<file path="src/rtl/fifo_dram_param.sv">
// fifo_dram_param: flow-controlled FIFO on a dual-port RAM with a registered read port,
// occupancy count, programmable almost flags and sticky overflow/underflow errors.
module fifo_dram_param #(
  parameter int DATA_W = 8,
  parameter int ADDR_W = 3
) (
  input  logic              clk,
  input  logic              reset_L,
  input  logic              wr_en,
  input  logic [DATA_W-1:0] data_in,
  input  logic              rd_en,
  output logic [DATA_W-1:0] data_out,
  output logic              valid_out,
  output logic              full,
  output logic              empty,
  output logic              almost_full,
  output logic              almost_empty,
  input  logic [ADDR_W:0]   th_afull,
  input  logic [ADDR_W:0]   th_aempty,
  output logic [ADDR_W:0]   count,
  output logic              err_ovf,
  output logic              err_udf,
  input  logic              err_clr
);
  localparam int DEPTH = 2 ** ADDR_W;
  logic [DATA_W-1:0] ram [DEPTH];
  logic [ADDR_W-1:0] wr_ptr_q, wr_ptr_d, rd_ptr_q, rd_ptr_d;
  logic [ADDR_W:0]   count_q, count_d;
  logic [DATA_W-1:0] data_q, data_d;
  logic              valid_q, valid_d, ovf_q, ovf_d, udf_q, udf_d;
  logic              push, pop;
  // count never exceeds DEPTH, so its MSB alone marks full
  assign full         = count_q[ADDR_W];
  assign empty        = count_q == '0;
  assign almost_full  = count_q >= th_afull;
  assign almost_empty = count_q <= th_aempty;
  assign count        = count_q;
  assign data_out     = data_q;
  assign valid_out    = valid_q;
  assign err_ovf      = ovf_q;
  assign err_udf      = udf_q;
  assign push         = wr_en && !full;
  assign pop          = rd_en && !empty;
  always_comb begin
    wr_ptr_d = push ? wr_ptr_q + 1'b1 : wr_ptr_q;
    rd_ptr_d = pop ? rd_ptr_q + 1'b1 : rd_ptr_q;
    count_d  = (push && !pop) ? count_q + 1'b1 : (pop && !push) ? count_q - 1'b1 : count_q;
    data_d   = pop ? ram[rd_ptr_q] : data_q;
    valid_d  = pop;
    ovf_d    = (ovf_q && !err_clr) || (wr_en && full);
    udf_d    = (udf_q && !err_clr) || (rd_en && empty);
  end
  always_ff @(posedge clk)
    if (push) ram[wr_ptr_q] <= data_in;
  always_ff @(posedge clk or negedge reset_L)
    if (!reset_L) begin
      wr_ptr_q <= '0;
      rd_ptr_q <= '0;
      count_q  <= '0;
      data_q   <= '0;
      valid_q  <= 1'b0;
      ovf_q    <= 1'b0;
      udf_q    <= 1'b0;
    end else begin
      wr_ptr_q <= wr_ptr_d;
      rd_ptr_q <= rd_ptr_d;
      count_q  <= count_d;
      data_q   <= data_d;
      valid_q  <= valid_d;
      ovf_q    <= ovf_d;
      udf_q    <= udf_d;
    end
endmodule

</file>
<file path="config.mk">
export PLATFORM = sky130hd
export DESIGN_NAME = fifo_dram_param
export DESIGN_NICKNAME = d
export VERILOG_FILES = /design/src/rtl/fifo_dram_param.sv
export SDC_FILE = /design/constraint.sdc
export NUM_CORES = 1
export LEC_CHECK = 0
export CORE_UTILIZATION = 55
export DETAILED_ROUTE_END_ITERATION = 10
export PLACE_DENSITY = 0.78
export SYNTH_ARGS = -nofsm -noshare
export SYNTH_HDL_FRONTEND = slang
export SYNTH_SLANG_ARGS = --single-unit
</file>
<file path="constraint.sdc">
create_clock -name clk -period 3.2 [get_ports clk]
set_input_delay 0.48 -clock clk [delete_from_list [all_inputs] [get_ports clk]]
set_output_delay 0.48 -clock clk [all_outputs]
set_load 0.02 [all_outputs]
</file>
After elaboration in Yosys (flattened, before gate mapping)
Memories as Yosys holds them, arrays and structs flattened. A register that Yosys moved wholly into a read port is not among the register bits.
Index checks and enable logic that the tools add are counted.
- memories kept: 1
- register bits: 13
- input bits: 21
- memory bits (writable): 64
- $add $sub $neg: 4
- magnitude comparators: 2
- reduce and logical (&&, ||, !) cells: 18
- muxes and demuxes: 4
- memory list (name ; depth ; width ; rd ports ; clocked after memory_dff ; wr ports ; RTL line ; source):
    ram ; 8 ; 8 ; 1 ; 1 ; 1 ; 26 ; logic [DATA_W-1:0] ram [DEPTH];
- operator list (operator ; number):
    $logic_and 1x1->1 ; 8
    $mux 4 ; 2
    $add 3x1->3 const B ; 2
    $logic_not 1->1 ; 6
    $add 4x1->4 const B ; 1
    $ge 4x4->1 ; 1
    $le 4x4->1 ; 1
    $logic_not 4->1 ; 1
    $sub 4x1->4 const B ; 1
    $logic_or 1x1->1 ; 2
    $mux 1 ; 2
    $reduce_bool 2->1 ; 1

Logic depth before layout (Yosys ltp)
- word-level depth: 6
- mapped depth: 10
- gate-level depth less buffers: 9

Least setup slack after synthesis
OpenSTA, ideal clock, no wires.
- path kind: register to register
- from: reg count_q[1], in the netlist count[1]
- to: reg count_q[3], in the netlist count[3]
- arrival time: 2.607 ns
- library setup time: 0.136 ns
- period minus slack after synthesis: 2.743 ns
- slack: 0.457 ns
- cell stages (with the launch flop): 10
- required time: 3.064 ns
- cell sequence: dfrtp_1 -> nor4_4 -> nand2b_1 -> buf_2 -> ha_1 -> inv_1 -> ha_1 -> a21o_1 -> a2111oi_0 -> o31ai_1
- word-level cells in the longest chain between the ends: 6
- ends and longest elaborated chain (what ; RTL line ; source):
    start, declared ; 28 ; logic [ADDR_W:0] count_q, count_d;
    start signal, assigned ; 67 ; count_q <= count_d;
    $logic_not 4->1 (*) ; 34 ; assign empty = count_q == '0;
    named net empty ; 15 ; output logic empty,
    $logic_not 1->1 (*) ; 43 ; assign pop = rd_en && !empty;
    $logic_and 1x1->1 (*) ; 43 ;
    $logic_not 1->1 ; 47 ; count_d = (push && !pop) ? count_q + 1'b1 : (pop && !push) ? count_q - 1'b1 : count_q;
    $logic_and 1x1->1 ; 47 ;
    $mux 4 / $reduce_bool 2->1 (equally long branches) ; n/a ;
Mark *: on every way through the listed nets, which the timed path passes. The rest lies on a longest branch. The select of a mux whose other input is x is not followed.
A chain may end at the register's enable or synchronous reset.

Worst setup path after layout
- from: in th_aempty[1]
- to: out almost_empty
- word-level cells in the longest chain between the ends: 1
- ends and longest elaborated chain (what ; RTL line ; source):
    start, declared ; 19 ; input logic [ADDR_W:0] th_aempty,
    $le 4x4->1 ; 36 ; assign almost_empty = count_q <= th_aempty;
    end, declared ; 17 ; output logic almost_empty,
No other way between the ends.

==> summary.txt <==
via count - 2091
signal arrival time at the worst endpoint - 2.50 ns
final core utilization - 68.22%
post_cts resized - 0
CTS max path bufs - 2
crit path capture type - output pin
first-pass GRT wire length - 10.24 mm
H-tree levels - 3
Core ar. - 0.006386 sq mm
Static Leakage - 1.657 nW
min Tclk post-route - 2.977 ns
RSZ-0062 raised after global routing - false
Setup TNS - 0 ns
clock latency on the worst-skew pair - 0.35 ns
Fmax achieved - 335.9 MHz
Antenna Violating Nets Remaining - 0
Worst Path Max Fanout - 2
CTS tree - built
GRT Total Usage - 19.49%
post-layout net count - 330
synthesized instance count - 244
total power - 0.003872 W
Remaining DRCs - 0
area fraction in compound gates after synthesis - 7.221%
largest family of logic cells by synthesized area - multiplexers
initial core utilization - 57.52%
Unique masters post-synth - 32
largest cells by area after synthesis - edfxtp_1 52%, dfrtp_1 14%, mux2_2 5.5%, mux2i_1 4.6%, ha_1 4.4%
post-DP HPWL - 4.239 mm
Layout area overhead - 18.60%
ratio of cells with drive above 1 in the final layout - 16.00%
XOR/XNOR share of the synthesized area - 1.431%
asr flop ratio synth - 24.71%
mux share of post-synthesis cell area - 10.15%
Die Footprint - 0.007010 sq mm
antenna violations before repair - 0
Synth Area in Simple Gates - 5.824%
Crit Path Class - in2out
Syn Area/Cell - 15.06 sq um
Die Ht - 83.73 microns
R2R depth - 8
final worst path period share - 93.04%
Worst-path clk slew - 0.09 ns
syn_nets - 279
run status - completed
Post-synth EDFFs - 64
Max Cap Viol - 0
Hold Crit Endpoint - data_out[4]$_DFFE_PN0P_
Rows - 29
Clock Tree Root - clkbuf_8
Clock Sinks - 85
Seq cells post-synth - 85
power per cell area - 888.6 mW/mm^2
largest net degree at the start of global routing - 22
final WL - 6.170 mm
Fin. Hold Viols - 0
IO Pins - 40
Yosys warning count - 0
port bufs - 39
r2r setup slk - 0.69 ns
Rel. slew slack - 37.64%
post-synth top area share - 52.32%
vias in the first global route - 2082
diode count - 0
cts hold-fix bufs - 0
R2R Path End - count[3]$_DFFE_PN0P_
initial detailed-routing violation count - 138
Crit Reg-Reg Startpoint - count[1]$_DFFE_PN0P_
Final Skew - 0.009729 ns
routed len/inst - 16.37 microns
pins over their slew limit - 0
worst hold path stage count - 2
cts bufs inserted - 9
total grt overflow - 0
final setup violating endpoints - 0
synth cell count leaders - 64 x edfxtp_1, 21 x dfrtp_1, 21 x nand2_1
drt first pass iters - 4
dominant cell type by area after synthesis - edfxtp_1
FILL cells - 446
die width - 83.73 microns
DR vias/cell - 5.546
predominant post-synthesis flop cell - edfxtp_1
CP Launch Type - primary input
Hold Crit Start - data_out[4]$_DFFE_PN0P_
peak supply drop - 0.0005855 V
GPL Wtd Cong - 0.7025
worst min path class - reg2reg
Slew @ Worst Pin - 0.9324 ns
Setup Buffers After CTS - 0
adder-cell area share of the yosys netlist - 4.973%
post-synthesis sequential area ratio - 66.62%
count leader, synth - edfxtp_1
post-synthesis cell area - 0.003674 sq mm
Critical Path RT - 2.72 ns
cells in the final DEF (no fill, tap or decap):
master / Yosys / routed
o22ai_1: 8 / 8
o21a_1: 2 / 2
a2111oi_0: 1 / 1
nand4_1: 1 / 1
dfrtp_1: 21 / 21
o21ai_2: 1 / 1
nand2b_1: 6 / 6
nor4_4: 1 / 1
bufinv_16: 0 / 1
clkdlybuf4s50_1: 0 / 39
buf_4: 2 / 12
fa_1: 1 / 1
o21ai_1: 7 / 7
xor2_1: 1 / 1
ha_1: 13 / 13
a21oi_1: 1 / 1
nand2_1: 21 / 21
nor2_1: 7 / 7
mux2i_1: 17 / 17
a221o_1: 8 / 8
mux2_2: 18 / 18
inv_6: 0 / 3
o21ai_0: 5 / 5
inv_1: 11 / 11
clkbuf_8: 0 / 9
nor3_1: 5 / 5
clkinvlp_4: 0 / 2
edfxtp_1: 64 / 64
o31ai_1: 1 / 1
xnor2_1: 5 / 5
a21o_1: 4 / 4
nor2b_1: 3 / 3
clkinv_4: 0 / 1
worst max-delay path, cell delays in order:
cell             delay, ns
clkdlybuf4s50_1       0.46
inv_1                 0.05
ha_1                  0.29
nor2b_1               0.14
o21a_1                0.16
o21a_1                0.15
o21ai_0               0.14
clkdlybuf4s50_1       0.62
kinds of logic (layout without fill, tap and decap cells):
| family | count (synthesis) | count (layout) |
|---|---|---|
| xor gates and xnor gates | 6 | 6 |
| muxes | 35 | 35 |
| buffers and inverters | 22 | 78 |
| AOI/OAI and AO/OA | 38 | 38 |
| DFF | 85 | 85 |
| adders and majority gates | 14 | 14 |
| and+or+nand+nor | 44 | 44 |
layer usage:
layer	track usage [%]	share of wire, %
met1	27.20	48
met3	4.154	4.4
met4	8.629	1.5
met2	29.71	46
met5	0	0
how the worst max path moves through the flow:
stage,slack (ns),start,cells past startpoint,end
after global routing,0.10,th_aempty[1],8,almost_empty
after global placement,0.27,th_aempty[1],8,almost_empty
after CTS,0.22,th_aempty[1],8,almost_empty
final,0.22,th_aempty[1],8,almost_empty
after floorplan,0.46,count[1]$_DFFE_PN0P_,9,count[3]$_DFFE_PN0P_
after detailed placement,0.22,th_aempty[1],8,almost_empty
final cells by class:
type / count / area, sq um / share of cell area [%]
Tap cell: 77 / 96.34 / 2.211
Timing Repair Buffer: 51 / 480.5 / 11.03
Clock buffer: 9 / 123.9 / 2.843
Inverter: 11 / 41.29 / 0.9477
Sequential cell: 85 / 2447 / 56.17
Clock inverter: 7 / 80.08 / 1.838
Multi-Input combinational cell: 137 / 1087 / 24.96
through the flow:
stage,setup slack [ns],hold slack [ns],instance area (sq um),instances
finish,0.2227,0.4805,4357,377
detailed placement,0.2237,0.4657,4153,361
global placement,0.2739,0.4611,4153,361
floorplan,0.4571,0.1844,3674,244
CTS,0.2180,0.4863,4357,377
global route,0.1044,0.5123,4357,377
report_power, final:
group / internal (W) / leakage (nW) / switching, W
Clock: 0.000370 / 0.0968 / 0.000397
Sequential: 0.00141 / 0.831 / 0.000216
Combinational: 0.000746 / 0.729 / 0.000731
flip-flops by register name, indices dropped and copies added (netlist names):
name	flops
rd_ptr_q	3
count	4
err_udf	1
data_out	8
valid_out	1
wr_ptr_q	3
ram	64
err_ovf	1
Power figures use the tool's default switching activity.
